===== src/rtl/aes_col_to_row_streamer.sv =====
`default_nettype none
// ============================================================================
// Module      : aes_col_to_row_streamer
// Description : Transposes a column-major 128-bit AES state into row-major
//               order and streams it as four 32-bit row words (valid/ready).
// Revision    : 1.0 - initial release
// ============================================================================
module aes_col_to_row_streamer #(
    parameter int OVERLAP      = 1,
    parameter int WORD_REVERSE = 0
) (
    input  logic         clk,
    input  logic         rst,
    input  logic         s_valid,
    output logic         s_ready,
    input  logic [127:0] s_data,
    output logic         m_valid,
    input  logic         m_ready,
    output logic [31:0]  m_data,
    output logic [1:0]   m_row,
    output logic         m_last,
    output logic [127:0] row_blk,
    output logic         blk_done
);

    typedef enum logic [0:0] {
        S_IDLE = 1'b0,
        S_SEND = 1'b1
    } state_t;

    state_t       r_state;
    state_t       w_state_nxt;
    logic [1:0]   r_beat;
    logic [1:0]   w_beat_nxt;
    logic [127:0] r_buf;
    logic [127:0] w_buf_nxt;
    logic [127:0] r_row_blk;
    logic [127:0] w_row_blk_nxt;
    logic         r_blk_done;
    logic         w_done_nxt;
    logic [127:0] w_reordered;
    logic [1:0]   w_row;

    // Row-major byte 4w+j takes column-major byte 4j+w (a 4x4 byte transpose).
    function automatic logic [127:0] col_to_row(input logic [127:0] c);
        logic [127:0] r;
        r = '0;
        for (int w = 0; w < 4; w++) begin
            for (int j = 0; j < 4; j++) begin
                r[127-8*(4*w+j) -: 8] = c[127-8*(4*j+w) -: 8];
            end
        end
        return r;
    endfunction

    assign w_reordered = col_to_row(s_data);
    assign w_row       = (WORD_REVERSE != 0) ? (2'd3 - r_beat) : r_beat;

    always_comb begin
        w_state_nxt   = r_state;
        w_beat_nxt    = r_beat;
        w_buf_nxt     = r_buf;
        w_row_blk_nxt = r_row_blk;
        w_done_nxt    = 1'b0;
        s_ready       = 1'b0;
        m_valid       = 1'b0;
        m_data        = '0;
        m_row         = '0;
        m_last        = 1'b0;
        case (r_state)
            S_IDLE: begin
                s_ready = !rst;
            end
            S_SEND: begin
                m_valid = 1'b1;
                m_data  = r_buf[127-32*w_row -: 32];
                m_row   = w_row;
                m_last  = (r_beat == 2'd3);
                if (m_ready) begin
                    if (r_beat == 2'd3) begin
                        w_done_nxt  = 1'b1;
                        w_beat_nxt  = 2'd0;
                        w_state_nxt = S_IDLE;
                        // Taking the next block on the final beat removes the bubble.
                        if (OVERLAP != 0) begin
                            s_ready = !rst;
                        end
                    end else begin
                        w_beat_nxt = r_beat + 2'd1;
                    end
                end
            end
            default: begin
                w_state_nxt = S_IDLE;
            end
        endcase
        if (s_valid && s_ready) begin
            w_buf_nxt     = w_reordered;
            w_row_blk_nxt = w_reordered;
            w_beat_nxt    = 2'd0;
            w_state_nxt   = S_SEND;
        end
    end

    always_ff @(posedge clk) begin
        if (rst) begin
            r_state    <= S_IDLE;
            r_beat     <= 2'd0;
            r_buf      <= '0;
            r_row_blk  <= '0;
            r_blk_done <= 1'b0;
        end else begin
            r_state    <= w_state_nxt;
            r_beat     <= w_beat_nxt;
            r_buf      <= w_buf_nxt;
            r_row_blk  <= w_row_blk_nxt;
            r_blk_done <= w_done_nxt;
        end
    end

    assign row_blk  = r_row_blk;
    assign blk_done = r_blk_done;

endmodule
`default_nettype wire


===== config.mk =====
export PLATFORM = sky130hd
export DESIGN_NAME = aes_col_to_row_streamer
export DESIGN_NICKNAME = d
export VERILOG_FILES = /design/src/rtl/aes_col_to_row_streamer.sv
export SDC_FILE = /design/constraint.sdc
export NUM_CORES = 1
export LEC_CHECK = 0
export BUFFER_PORTS_ARGS = -buffer_cell sky130_fd_sc_hd__buf_2
export CORE_ASPECT_RATIO = 0.6
export CORE_MARGIN = 1
export CORE_UTILIZATION = 42
export CTS_CLUSTER_DIAMETER = 40
export CTS_CLUSTER_SIZE = 30
export DETAILED_ROUTE_END_ITERATION = 8
export HOLD_SLACK_MARGIN = 0.08
export PLACE_DENSITY = 0.87
export SLEW_MARGIN = 10
export SYNTH_ARGS = -nofsm -noshare
export SYNTH_HDL_FRONTEND = slang
export SYNTH_SLANG_ARGS = --single-unit

===== constraint.sdc =====
create_clock -name clk -period 1.7 [get_ports clk]
set_clock_uncertainty 0.05 [all_clocks]
set_input_delay 0.17 -clock clk [delete_from_list [all_inputs] [get_ports clk]]
set_output_delay 0.17 -clock clk [all_outputs]
set_load 0.005 [all_outputs]

==> results.md <==
* Fin Setup TNS at -38830 ps
* Die ar. at 15200 um2
* Ys async rst share at 0%
* WP data arrival at 1830 ps
* Reg clk slew, reported paths at 50 ps
* Max cap viols at 0
* Post-synth top cells: dfxtp_1, nor2b_1, mux2_2
* Final min period at 2050 ps
* Cell with the most instances after synthesis: dfxtp_1
* Seq/Total Area, Yosys at 42.7%
* Largest stage delay, worst path at around 510 ps
* Compound-Gate Fraction of Synth Area at 0.324%
* Cell-internal power at roughly 6.8 mW
* Vias at between 5000 and 6000
* R2R Setup Slk at -300 ps
* Max IR drop VDD at 0.000507 V
* Max Root-Sink Buffers at 2
* TritonRoute pass-1 iters at 4
* Synth Area in Simple Gates at about 17%
* Most common cell on crit path: buf_12
* GRT Total Usage at 27.4%
* Layout fillers at 882
* Clk sinks at 132
* YS warnings at 0
* Post-synthesis instance area at 6180 um2
* Req. time, crit path at approximately 1500 ps
* Worst r2r dst: row_blk[124]
* FF-to-FF path depth at 8
* Mux cell area share after synthesis at 35.3%
* Hold slack final at 240 ps
* PortBufs at between 200 and 300
* Switch Pwr at 2.06 mW
* Pwr dens at 826 nW/um2
* Hold Startpoint: m_ready
* Max-slew violations at 0
* Total power draw at 8.85 mW
* Share of layout cells above drive strength 1 at a little under three fifths
* Num CTS Buffers at 17
* Top cells by area, synth: dfxtp_1, mux2_2, nor2b_1
* Sequential power share at slightly below 40%
* Global-route wire length before repair at 31.1 mm
* Synthesized area per cell at ~12 um2
* Final wirelength at roughly 22 mm
* Vias in the first global route at 5923
* Root Buffer: clkbuf_16
* Logic gate share of total power at 18.4%
* Post-placement setup slack at -88.4 ps
* # DRC at 0
* Largest net degree at the start of global routing at ~130
* Initial antenna violation count at 0
* Gate Count Post-Synth at 509
* Core Area at 14000 um2
* Post-Synth XOR/XNOR Area at 0%
* Reg-to-Reg Start: r_beat[1]
* Failing checks: setup timing
* Final nets at 1103
* Die Span Y at between 90 and 100 um
* Final Non-Filler Cells at 1174
* Status: finished, violations left
* Depth of the worst hold-timing path at 4
* Final setup vio count at ~160
* Later-pin clock latency in the skew report at 390 ps
* #FFs+latches synth at approximately 130
* Total grt overflow at 0
* RSZ-0062 raised after global routing: yes
* Die X at 159 um
* Clock Power Share at 42.1%
* Fin worst setup slack at -354 ps
* Sw Ratio at between 20% and 30%
* Post-synth EDFFs at 0
* HPWL Detailed at 12.5 mm
* # placed instances at between 900 and 1000
* Final hold vios at 0
* Largest family of logic cells by synthesized area: multiplexers
* Row count at 33
* CP Launch Type: flop
* Adder-cell area share of the yosys netlist at 0.202%
* Initial Util at 44.2%
* CP Cell Sequence: buf_12, buf_12, mux4_2, and2_4, buf_6
* Post-synth top area share at between 40% and 50%
* Setup Crit Path Kind: flop to primary output
* H-tree Lvls at 4
* Hold Crit Class: input pin to flop
* Multi-input gate area at 3370 um2
* Worst-Margin Slew at 645 ps
* Area Overhead vs Synth at 73.2%
* CP Max Fanout at 7
* Cell accounting for the most synthesized area: dfxtp_1
* Crit share post-route at 121%
* Top_reg_cell synth: dfxtp_1
* Drt via density at 4.97
* Post-route ant nets at 0
* Max Clk Rate at slightly below 0.5 GHz
* Cell variety after synth at 20
* DR WL/cell at 18.6 um
* First DRT Iteration DRCs at 255
* Area taken by flip-flops and latches at between 2000 and 3000 um2
* Crit-path slowest cell: mux4_2
* Slew HR at a little under three fifths
* RePlAce Congestion at around 0.75
* Setup crit end kind: primary output
* CTS tree: done
* Endpoint with the worst hold slack: r_beat[0]
* Pleak at just over 5 nW
* I/O Pins at about 300
* Post-Syn Nets at 642
[sequential cells by signal, summed over array words and instances (netlist names)]
name	count
row_blk	128
r_beat	2
blk_done	1
r_state	1
[what timing repair did]
action	4_1_cts	5_1_grt
pin swaps	1	1
endpoints found under the setup margin	155	164
endpoints found under the hold margin	131	0
cloned	10	2
hold buffers	130	0
buffers inserted	12	6
resized for setup	41	41
[power groups by stage]
stage,combinational [mW],clock [mW],sequential [mW]
3_5_place_dp,1.14,0,3.54
4_1_cts,1.53,3.78,3.48
2_1_floorplan,0.598,0,3.53
5_1_grt,1.74,3.92,3.52
3_3_place_gp,1.12,0,3.54
6_report,1.63,3.73,3.49
[cell families after synthesis]
group | after synthesis
AND/OR/NAND/NOR | 172
multiplexers | 162
buffers and inverters | 40
adder cells (fa/ha/maj) | 1
flip-flops | 132
AO/OA/AOI/OAI | 2
[per-stage QoR]
stage | cell area (um2) | util (%)
3_5_place_dp | 7980 | 57.0
6_report | 10700 | 76.5
3_3_place_gp | 7980 | 57.0
2_1_floorplan | 6180 | -
5_1_grt | 10700 | 76.5
4_1_cts | 10500 | 74.8
[worst max-delay path by stage]
stage | startpoint | to | slack (ps) | depth (start not counted)
3_5_place_dp | r_beat[1] | row_blk[7] | -90 | 6
4_1_cts | r_beat[1] | m_data[14] | -380 | 5
3_3_place_gp | r_beat[1] | row_blk[102] | -30 | 6
6_report | r_beat[1] | m_data[18] | -350 | 5
2_1_floorplan | r_beat[0] | row_blk[39] | 60 | 6
5_1_grt | r_beat[1] | m_data[8] | -420 | 5
[layout by cell type, fill, tap and decap left out]
cell type and count:
nor2b_1 128, buf_16 2, a21boi_4 1, buf_2 275
mux4_2 32, buf_6 31, dlygate4sd3_1 130, nand2_1 1
mux2_4 1, nor3_2 1, a32oi_1 1, mux2_1 5
ha_4 1, clkbuf_16 19, nor3b_4 1, dfxtp_2 1
clkinv_4 1, buf_8 5, dfxtp_4 1, diode_2 1
buf_4 15, bufbuf_16 7, dfxtp_1 130, clkinvlp_4 2
clkinv_2 3, and2_1 12, and2_4 23, bufinv_16 3
nor2_1 5, buf_12 15, mux2i_1 2, nor3b_1 1
clkbuf_8 3, clkbuf_1 1, mux2_2 122
[worst max-delay path: cells and delay by family (launching register included)]
family,cells,cell delay (ps)
muxes,1,510
and+or+nand+nor,1,180
buffers and inverters,3,380
DFF,1,360
[final cells by class]
type	instances	area share, %
timing repair buffer	482	35.9
multi-input combinational	337	31.5
sequential	132	24.7
clock buffer	21	4.39
tap	192	2.24
clock inverter	9	1.20
antenna	1	0.0234
[metal layers]
layer	track usage, %	share of wire [%]	up-vias
li1	-	-	2686
met1	30.8	40	2868
met2	50.1	52	248
met3	6.89	6.1	32
met4	10.5	1.8	0
met5	0	0	-
Note: power is estimated with default switching activity, not from simulation.
